<file path="src/rtl/mem_read_pkg.sv">
// rtl/mem_read_pkg.sv - shared state type and default widths for the memory read streamer
package mem_read_pkg;

    localparam int DEF_ADDR_W = 8;
    localparam int DEF_DATA_W = 32;

    typedef enum logic [1:0] {
        ST_IDLE  = 2'd0,
        ST_RUN   = 2'd1,
        ST_DRAIN = 2'd2
    } state_t;

endpackage

</file>
<file path="src/rtl/sync_fifo.sv">
// rtl/sync_fifo.sv - first-word-fall-through synchronous FIFO with registered storage
module sync_fifo #(
    parameter int WIDTH = 33,
    parameter int DEPTH = 4
) (
    input  logic                     clock,
    input  logic                     reset,
    input  logic                     i_clear,
    input  logic                     i_wr_en,
    input  logic [WIDTH-1:0]         i_wr_data,
    input  logic                     i_rd_en,
    output logic [WIDTH-1:0]         o_rd_data,
    output logic [$clog2(DEPTH):0]   o_count,
    output logic                     o_full,
    output logic                     o_empty
);

    localparam int AW = $clog2(DEPTH);
    localparam int CW = AW + 1;

    logic [WIDTH-1:0] r_mem [DEPTH];
    logic [AW-1:0]    r_wr_ptr;
    logic [AW-1:0]    r_rd_ptr;
    logic [CW-1:0]    r_count;
    logic             w_wr;
    logic             w_rd;

    assign o_full  = (r_count == CW'(DEPTH));
    assign o_empty = (r_count == '0);
    assign o_count = r_count;
    assign w_wr    = i_wr_en && !o_full;
    assign w_rd    = i_rd_en && !o_empty;

    // Head word is shown as zero while empty so the stream outputs rest at zero.
    assign o_rd_data = o_empty ? '0 : r_mem[r_rd_ptr];

    always_ff @(posedge clock) begin
        if (reset || i_clear) begin
            r_wr_ptr <= '0;
            r_rd_ptr <= '0;
            r_count  <= '0;
        end else begin
            if (w_wr) r_wr_ptr <= r_wr_ptr + AW'(1);
            if (w_rd) r_rd_ptr <= r_rd_ptr + AW'(1);
            case ({w_wr, w_rd})
                2'b10:   r_count <= r_count + CW'(1);
                2'b01:   r_count <= r_count - CW'(1);
                default: r_count <= r_count;
            endcase
        end
    end

    always_ff @(posedge clock) begin
        if (w_wr) r_mem[r_wr_ptr] <= i_wr_data;
    end

endmodule

</file>
<file path="src/rtl/mem_read_streamer.sv">
// rtl/mem_read_streamer.sv - walks a memory address range and streams the words with last flag and checksum
module mem_read_streamer
    import mem_read_pkg::*;
#(
    parameter int ADDR_W = DEF_ADDR_W,
    parameter int DATA_W = DEF_DATA_W,
    parameter int DEPTH  = 4
) (
    input  logic              clock,
    input  logic              reset,
    input  logic              start,
    input  logic [ADDR_W-1:0] base_addr,
    input  logic [ADDR_W:0]   count,
    output logic              busy,
    output logic              done,
    output logic              mem_en,
    output logic [ADDR_W-1:0] mem_addr,
    input  logic [DATA_W-1:0] mem_rdata,
    output logic              out_valid,
    input  logic              out_ready,
    output logic [DATA_W-1:0] out_data,
    output logic              out_last,
    output logic [DATA_W-1:0] checksum
);

    localparam int             CW       = $clog2(DEPTH) + 1;
    localparam logic [CW:0]    LP_DEPTH = (CW + 1)'(DEPTH);
    localparam logic [ADDR_W:0] LP_ONE  = (ADDR_W + 1)'(1);

    state_t              r_state;
    logic [ADDR_W-1:0]   r_addr;
    logic [ADDR_W:0]     r_remaining;
    logic                r_pending;
    logic                r_pend_last;
    logic                r_done;
    logic [DATA_W-1:0]   r_checksum;

    logic                w_start_ok;
    logic                w_issue;
    logic                w_hs;
    logic [CW:0]         w_credit;
    logic [CW-1:0]       w_fifo_count;
    logic                w_fifo_full;
    logic                w_fifo_empty;
    logic [DATA_W:0]     w_fifo_rdata;

    assign w_start_ok = (r_state == ST_IDLE) && start;
    // Words already buffered plus the read in flight must leave room for one more.
    assign w_credit   = {1'b0, w_fifo_count} + {{CW{1'b0}}, r_pending};
    assign w_issue    = (r_state == ST_RUN) && (r_remaining != '0) &&
                        (w_credit < LP_DEPTH) && !w_fifo_full;
    assign w_hs       = out_valid && out_ready;

    assign busy      = (r_state != ST_IDLE);
    assign done      = r_done;
    assign mem_en    = w_issue;
    assign mem_addr  = r_addr;
    assign out_valid = !w_fifo_empty;
    assign out_data  = w_fifo_rdata[DATA_W-1:0];
    assign out_last  = w_fifo_rdata[DATA_W];
    assign checksum  = r_checksum;

    sync_fifo #(
        .WIDTH (DATA_W + 1),
        .DEPTH (DEPTH)
    ) u_fifo (
        .clock     (clock),
        .reset     (reset),
        .i_clear   (w_start_ok),
        .i_wr_en   (r_pending),
        .i_wr_data ({r_pend_last, mem_rdata}),
        .i_rd_en   (out_ready),
        .o_rd_data (w_fifo_rdata),
        .o_count   (w_fifo_count),
        .o_full    (w_fifo_full),
        .o_empty   (w_fifo_empty)
    );

    always_ff @(posedge clock) begin
        if (reset) begin
            r_state     <= ST_IDLE;
            r_addr      <= '0;
            r_remaining <= '0;
            r_pending   <= 1'b0;
            r_pend_last <= 1'b0;
            r_done      <= 1'b0;
            r_checksum  <= '0;
        end else begin
            r_done    <= 1'b0;
            r_pending <= w_issue;
            if (w_issue) r_pend_last <= (r_remaining == LP_ONE);
            if (w_hs) r_checksum <= r_checksum + out_data;
            case (r_state)
                ST_IDLE: begin
                    if (start) begin
                        r_addr      <= base_addr;
                        r_remaining <= count;
                        r_checksum  <= '0;
                        if (count != '0) r_state <= ST_RUN;
                        else             r_done  <= 1'b1;
                    end
                end
                ST_RUN: begin
                    if (w_issue) begin
                        r_addr      <= r_addr + ADDR_W'(1);
                        r_remaining <= r_remaining - LP_ONE;
                        if (r_remaining == LP_ONE) r_state <= ST_DRAIN;
                    end
                end
                ST_DRAIN: begin
                    if (w_hs && out_last) begin
                        r_state <= ST_IDLE;
                        r_done  <= 1'b1;
                    end
                end
                default: r_state <= ST_IDLE;
            endcase
        end
    end

endmodule

</file>
<file path="config.mk">
export PLATFORM = sky130hd
export DESIGN_NAME = mem_read_streamer
export DESIGN_NICKNAME = d
export VERILOG_FILES = /design/src/rtl/mem_read_pkg.sv /design/src/rtl/sync_fifo.sv /design/src/rtl/mem_read_streamer.sv
export SDC_FILE = /design/constraint.sdc
export NUM_CORES = 1
export LEC_CHECK = 0
export CAP_MARGIN = 10
export CORE_MARGIN = 1
export CORE_UTILIZATION = 40
export CTS_CLUSTER_SIZE = 14
export DETAILED_ROUTE_END_ITERATION = 16
export PLACE_DENSITY = 0.67
export SYNTH_ARGS = -nofsm -noshare
export SYNTH_HDL_FRONTEND = slang
export SYNTH_SLANG_ARGS = --single-unit
</file>
<file path="constraint.sdc">
create_clock -name clock -period 4.6 [get_ports clock]
set_input_delay 0.69 -clock clock [delete_from_list [all_inputs] [get_ports clock]]
set_output_delay 0.69 -clock clock [all_outputs]
set_load 0.005 [all_outputs]
</file>
* After elaboration in Yosys (flattened, before gate mapping)
Memory sizes are Yosys's and may differ from the RTL's. A register that Yosys moved wholly into a read port is not among the register bits.
Index checks and enable logic that the tools add are counted.
** Storage, ports and cells
- Logic and storage cells :: 75
- RAM bits :: 132
- Output and inout port bits :: 77
- Memories kept :: 1
- Flip-flop bits (word level) :: 61
** Memories
- u_fifo.r_mem :: depth 4, bits a word 33, read ports 1, clocked after memory_dff 1, write ports 1, RTL line sync_fifo.sv:21 : logic [WIDTH-1:0] r_mem [DEPTH];
** Operators by class
- Mux-type cells :: 25
- Order comparisons :: 1
- Equal/unequal tests :: 11
- Add/sub/neg operators :: 8
- Reductions and logical operators :: 19
** Operators by type and width (number)
- $mux 32 :: 3
- $mux 33 :: 1
- $add 32x32->32 :: 1
- $mux 9 :: 2
- $pmux 9 s2 :: 1
- $reduce_bool 9->1 :: 2
- $mux 8 :: 2
- $pmux 8 s2 :: 1
- $mux 2 :: 7
- $eq 9x1->1 const B :: 1
- $sub 9x1->9 const B :: 1
- $add 8x1->8 const B :: 1
- $logic_and 1x1->1 :: 7
- $ne 2x2->1 const B :: 3
- $pmux 2 s3 :: 1
- $pmux 3 s2 :: 1
- $reduce_bool 2->1 :: 3
- $mux 1 :: 5
- $reduce_and 5->1 :: 1
- $add 2x1->2 const B :: 2
- $add 3x1->4 :: 1
- $eq 2x1->1 const B :: 2
- $eq 2x2->1 const B :: 2
- $lt 4x3->1 const B :: 1
- other kinds (10) :: 12

* Longest topological paths before layout
Gate-level depths: netlist (run 1).
- Word-level depth :: 6
- Mapped depth :: 13

* Modules after synthesis
From an unflattened synthesis (run 1), not the netlist that was laid out.
** Unflattened totals
- Cells, all modules :: 823
- Area total of the unflattened synthesis :: 9634.2 um2
** By module, submodules not included
- sync_fifo :: instances 1, sequential area each 4144.0 um2, area an instance 5504.0 um2, cells each 266
- mem_read_streamer :: instances 1, sequential area each 1081.0 um2, area an instance 4130.2 um2, cells each 557

* Worst setup path after synthesis (run 1)
OpenSTA, ideal clock, no wires.
- Path kind :: register to register
- Start :: register (tool-made name)
- End :: register r_checksum[30], in the netlist checksum[30]
- Cell stages (with the launch flop) :: 14
- Setup time :: 129 ps
- Path slack :: 620 ps
- Clock period less this slack :: 3980 ps
- Data required time :: 4471 ps
- Buffers on the path :: 2
- Data arrival time :: 3852 ps
- Path through :: dfxtp_1 > clkbuf_1 > buf_1 > mux4_2 > and2_1 > ha_1 > fa_1 > a21o_1 > a221oi_2 > a2bb2oi_2 > a211oi_1 > a211oi_1 > xor2_1 > o21ai_0
** RTL lines
- end signal: assignment :: RTL line mem_read_streamer.sv:92 : if (w_hs) r_checksum <= r_checksum + out_data;
- end: declaration :: RTL line mem_read_streamer.sv:36 : logic [DATA_W-1:0] r_checksum;

==> flow_metrics.env, run 1 <==
export IMPL_outcome="finished clean"
export IMPL_cp_num_buf_inv=1
export IMPL_yosysSeqAreaShare=0.556
export IMPL_worstPathCellList="buf_12, mux4_2, and2_1, ha_1, o211a_1, a21oi_1, o221ai_1, a2111oi_2, o41ai_1, xnor2_1, o21ai_0"
export IMPL_layout_commonest_cell="edfxtp_1"
export IMPL_synth_nets=887
export IMPL_clkSinkCount=195
export IMPL_cts_hold_buf=0
export IMPL_vias=6722
export IMPL_n_fill_cell=2065
export IMPL_pwr_density_cell_nw_per_um2=335
export IMPL_ff2ff_path_depth=11
export IMPL_antenna_found_initial=0
export IMPL_final_setup_viol_count=0
export IMPL_irDropWorstVdd_mv=0.210
export IMPL_placed_cell_area_sq_um=11100
export IMPL_crit_arrival_ns=4.21
export IMPL_antenna_cells=0
export IMPL_ios=130
export IMPL_rsz0062_at_grt="false"
export IMPL_period_needed_ns=3.92
export IMPL_wire_per_inst_um=19.1
export IMPL_ys_flop_type="edfxtp_1"
export IMPL_cts_resized=0
export IMPL_clk_pin_slew_ns=0.08
export IMPL_design_area_sq_um=11700
export IMPL_grt_overflow=0
export IMPL_drv_slew=0
export IMPL_slowest_delay_ns=0.66
export IMPL_fin_skew_ns=0.0126
export IMPL_crit_cells=11
export IMPL_initial_core_util=0.412
export IMPL_grt_max_degree=37
export IMPL_grt_usage=0.203
export IMPL_dieWidth_um=155
export IMPL_hold_path_cell_count=2
export IMPL_wirelength_mm=23.8
export IMPL_synth_cells=793
export IMPL_min_path_type="reg2reg"
export IMPL_drt_iter0_markers=401
export IMPL_post_cts_buffers=0
export IMPL_cts_tree="built"
export IMPL_yosysUniqueCellTypes=64
export IMPL_required_ns=4.89
export IMPL_port_buffers=129
export IMPL_area_growth_pct=24.2
export IMPL_grt_pass1_wl_mm=36.9
export IMPL_ys_ff_latch=195
export IMPL_htreeDepth=4
export IMPL_nNetsFinal=1017
export IMPL_layoutNonFillerInstCount=1248
export IMPL_critPathLaunchType="flop"
export IMPL_syn_avg_cell_area_sq_um=11.9
export IMPL_ys_async_sr_fraction=0
export IMPL_ys_warn_count=0
export IMPL_cts_buffers_inserted=17
export IMPL_max_freq_ghz=0.255
export IMPL_worst_pin_slew_ns=0.992
export IMPL_root_buffer="clkbuf_16"
export IMPL_final_cell_mix="edfxtp_1 (132), clkdlybuf4s50_1 (129), nand2_1 (86)"
export IMPL_drt_pre_antenna_iters=5
export IMPL_path_delay_family="compound AO/OA/AOI/OAI gates"
export IMPL_die_h_um=155
export IMPL_detail_route_antenna_nets=0
export IMPL_cp_max_fo=24
export IMPL_grt_pass1_vias=6710
export IMPL_relSlewSlack=0.339
export IMPL_end_kind="flop"
export IMPL_crit_slowest_cell="a2111oi_2"
export IMPL_drive_above_1_share=0.0941
export IMPL_clk_path_buf_depth=2
export IMPL_core_area_sq_um=22800
export IMPL_hold_viol=0
export IMPL_dp_hpwl_mm=16.7
export IMPL_p_leak_nw=4.08
export IMPL_fp_dieArea_sq_um=24100
export IMPL_gp_congestion=0.895
export IMPL_rows=55
export IMPL_viasPerCell=5.39
export IMPL_crit_type="reg2reg"
export IMPL_synth_edf_count=132
export IMPL_synth_area_sq_um=9400
export IMPL_drc=0
export IMPL_post_route_period_util=0.852
export IMPL_cap_violations=0
export IMPL_setup_tns_ns=0
export IMPL_fin_total_pwr_mw=3.91
export IMPL_clkLatencyLatePin_ns=0.44
export IMPL_place_inst=1217
## tightest hold or removal path: stages (launching register included)
cell	delay (ns)
dfxtp_1	0.33
nand2_1	0.06
a21oi_1	0.05
## power breakdown
| part | switching [mW] | total [mW] | leakage (nW) | internal (mW) |
|---|---|---|---|---|
| Sequential | 0.0325 | 1.95 | 1.70 | 1.92 |
| Combinational | 0.248 | 0.458 | 2.09 | 0.210 |
| Clock | 0.691 | 1.51 | 0.285 | 0.817 |
| Total | 0.972 | 3.91 | 4.08 | 2.94 |
## layout make-up
cell class | instances | area [sq um] | share of cell area
clock buffers | 18 | 429 | 0.0368
clock inverters | 13 | 164 | 0.0140
flip-flops and latches | 195 | 5230 | 0.448
repair buffers | 144 | 1420 | 0.121
multi-input cells | 546 | 3980 | 0.341
inverters | 19 | 71.3 | 0.00611
well taps | 313 | 392 | 0.0335
## metal layers
metal,up-vias,global-route usage,share of wire
li1,3235,-,-
met1,3254,0.263,0.44
met2,213,0.340,0.48
met3,20,0.0482,0.063
met4,0,0.0551,0.014
met5,-,0,0
## worst paths after layout
path | from | to | slack, ns
setup reg to reg | flop | checksum[25]$_SDFF_PP0_ | 0.68
hold reg to reg | r_remaining[1]$_SDFFE_PP0P_ | r_remaining[1]$_SDFFE_PP0P_ | 0.48
hold / removal | r_remaining[1]$_SDFFE_PP0P_ | r_remaining[1]$_SDFFE_PP0P_ | 0.48
setup / recovery | flop | checksum[25]$_SDFF_PP0_ | 0.68
## cell usage after synthesis, types with 8 or more instances
cell,instances,share of area
a21o_1,11,0.0088
nand3_1,13,0.0069
inv_1,19,0.0076
nor2_1,53,0.021
dfxtp_1,63,0.13
clkbuf_1,24,0.0096
ha_1,39,0.052
a21oi_1,72,0.038
and2_1,39,0.026
nand2_1,86,0.034
nor3_1,11,0.0059
edfxtp_1,132,0.42
xnor2_1,17,0.016
o21ai_0,37,0.020
a211oi_1,10,0.0080
a31oi_1,8,0.0053
xor2_1,14,0.013
mux4_2,33,0.079
## flip-flops by register name (all words and copies together), names as in the netlist, named ones only
| name | count |
|---|---|
| u_fifo.r_wr_ptr | 2 |
| r_pend_last | 1 |
| done | 1 |
| r_pending | 1 |
| checksum | 32 |
| u_fifo.r_rd_ptr | 2 |
| u_fifo.o_count | 3 |
| r_state | 2 |
| u_fifo.r_mem | 132 |
| r_remaining | 9 |
| mem_addr | 8 |
## kinds of logic (layout without fill, tap and decap cells)
family,Yosys count,in the layout,synth area share
flip-flops,195,195,0.556
XOR/XNOR,31,31,0.0289
multiplexers,37,37,0.0834
AND/OR/NAND/NOR,248,248,0.128
buffers and inverters,52,194,0.0213
AO/OA/AOI/OAI,189,189,0.127
adder cells (fa/ha/maj),41,41,0.0561
## metrics by stage
step,util,hold slack (ns),setup slack [ns]
5_1_grt,0.511,0.503,0.334
2_1_floorplan,-,0.445,0.620
3_5_place_dp,0.485,0.468,0.683
3_3_place_gp,0.485,0.459,0.714
6_report,0.511,0.479,0.683
4_1_cts,0.511,0.480,0.649
Note: power is estimated with default switching activity, not from simulation.
==> run 2, diff against run 1 <==
GPL_TIMING_DRIVEN = 1   (was unset)
==> results of run 2 <==
Same layout as run 1: the final DEF is identical, and so are final timing and power.
==> run 3, diff against run 2 <==
CORE_ASPECT_RATIO = 1.5   (was unset)
==> run 3 against run 2 <==
Clock power grew 9%. Utilization is essentially flat. Cell count grew 0.64%. Combinational power is essentially flat. Sequential cell count is the same. Global-route usage is essentially flat. Register-to-register slack lost 0.04 ns. Non-clock buffer count grew 5. Sequential share of layout area shrank 0.45 points. Die area is essentially flat. Critical endpoint is now checksum[31]$_SDFF_PP0_.
==> flow_metrics.env, run 3 (same netlist as run 1, synthesis figures left out) <==
export IMPL_required_ns=4.92
export IMPL_rsz0062_at_grt="false"
export IMPL_dp_hpwl_mm=17.4
export IMPL_grt_pass1_vias=6692
export IMPL_ios=130
export IMPL_core_area_sq_um=23100
export IMPL_clkLatencyLatePin_ns=0.44
export IMPL_grt_pass1_wl_mm=36.4
export IMPL_setup_tns_ns=0
export IMPL_drv_slew=0
export IMPL_die_h_um=190
export IMPL_clkSinkCount=195
export IMPL_min_path_type="reg2reg"
export IMPL_max_freq_ghz=0.253
export IMPL_whs_ns=0.468
export IMPL_grt_busiest_layer="met2"
export IMPL_cts_hold_buf=0
export IMPL_place_inst=1224
export IMPL_antenna_cells=0
export IMPL_irDropWorstVdd_mv=0.257
export IMPL_pwr_density_cell_nw_per_um2=343
export IMPL_root_buffer="clkbuf_16"
export IMPL_initial_core_util=0.408
export IMPL_clk_pin_slew_ns=0.07
export IMPL_nNetsFinal=1022
export IMPL_crit_arrival_ns=4.28
export IMPL_area_growth_pct=25.4
export IMPL_wirelength_mm=23.9
export IMPL_vias=6795
export IMPL_htreeDepth=4
export IMPL_final_setup_viol_count=0
export IMPL_post_cts_buffers=0
export IMPL_met2_usage=0.362
export IMPL_drc=0
export IMPL_final_util=0.512
export IMPL_port_buffers=129
export IMPL_worst_pin_slew_ns=1.16
export IMPL_layoutNonFillerInstCount=1256
export IMPL_cts_resized=0
export IMPL_crit_type="reg2reg"
export IMPL_antenna_found_initial=1
export IMPL_grt_met1_usage=0.230
export IMPL_fin_skew_ns=0.00907
export IMPL_cp_max_fo=14
export IMPL_end_kind="flop"
export IMPL_grt_util_met3=0.0385
export IMPL_grt_usage=0.203
export IMPL_fp_dieArea_sq_um=24100
export IMPL_final_cell_mix="edfxtp_1 (132), clkdlybuf4s50_1 (129), nand2_1 (86)"
export IMPL_relSlewSlack=0.227
export IMPL_rows=68
export IMPL_post_route_period_util=0.859
export IMPL_hold_viol=0
export IMPL_n_fill_cell=2033
export IMPL_p_leak_nw=4.14
export IMPL_period_needed_ns=3.95
export IMPL_gp_congestion=0.868
export IMPL_viasPerCell=5.41
export IMPL_layout_commonest_cell="edfxtp_1"
export IMPL_cap_violations=0
export IMPL_dieWidth_um=127
export IMPL_cts_buffers_inserted=17
export IMPL_cts_tree="built"
export IMPL_drive_above_1_share=0.0978
export IMPL_outcome="finished clean"
export IMPL_drt_pre_antenna_iters=5
export IMPL_drt_iter0_markers=478
export IMPL_grt_max_degree=37
export IMPL_wire_per_inst_um=19.0
export IMPL_critPathLaunchType="flop"
export IMPL_clk_path_buf_depth=2
export IMPL_regMostFlops="u_fifo.r_mem"
export IMPL_largest_reg_flops=132
export IMPL_grt_overflow=0
export IMPL_detail_route_antenna_nets=0
run 3: changes by cell type in the layout (fill, tap and decap cells not counted), sizes merged:
| cell | change |
|---|---|
| clkinvlp | -2 |
| bufinv | +3 |
| clkbuf | +3 |
| inv | -3 |
| buf | +5 |
run 3: final timing paths:
check | startpoint | to | slack [ns] | cells after the start
min reg2reg | r_remaining[1]$_SDFFE_PP0P_ | r_remaining[1]$_SDFFE_PP0P_ | 0.47 | 2
max reg2reg | flop | checksum[31]$_SDFF_PP0_ | 0.65 | 11
min | r_remaining[1]$_SDFFE_PP0P_ | r_remaining[1]$_SDFFE_PP0P_ | 0.47 | 2
max | flop | checksum[31]$_SDFF_PP0_ | 0.65 | 11
run 3: worst max-delay path, stage by stage (launching register included):
cell	delay [ns]
dfxtp_2	0.63
buf_12	0.25
mux4_2	0.50
and2_1	0.20
ha_1	0.41
nand4_1	0.18
a211oi_1	0.23
nand3_1	0.20
a2111oi_0	0.72
or4_1	0.20
nand3_1	0.14
mux2i_1	0.15
run 3: per-layer routing:
metal	vias to the layer above	wire (um)
met5	-	0
met1	3326	9370
met4	0	884
met3	44	1060
li1	3243	-
met2	182	12600
run 3: cell type report:
| type | instances | area [sq um] | share of cell area |
|---|---|---|---|
| repair buffers | 149 | 1470 | 0.124 |
| inverters | 19 | 71.3 | 0.00605 |
| clock inverters | 11 | 198 | 0.0168 |
| well taps | 315 | 394 | 0.0334 |
| clock buffers | 21 | 460 | 0.0390 |
| flip-flops and latches | 195 | 5230 | 0.443 |
| multi-input cells | 546 | 3980 | 0.337 |
run 3: per-stage QoR:
step	worst slack (ns)	instance area, sq um	power [mW]
final	0.647	11800	4.05
after floorplan	0.620	9400	2.24
after global placement	0.736	11100	2.44
after detailed placement	0.756	11100	2.45
after global routing	0.447	11800	4.19
after CTS	0.718	11800	4.08
run 3: power by group:
part	leakage (nW)	switching [mW]	internal, mW
clock network	0.320	0.637	1.00
registers	1.70	0.0342	1.92
logic	2.12	0.248	0.211
total	4.14	0.919	3.13
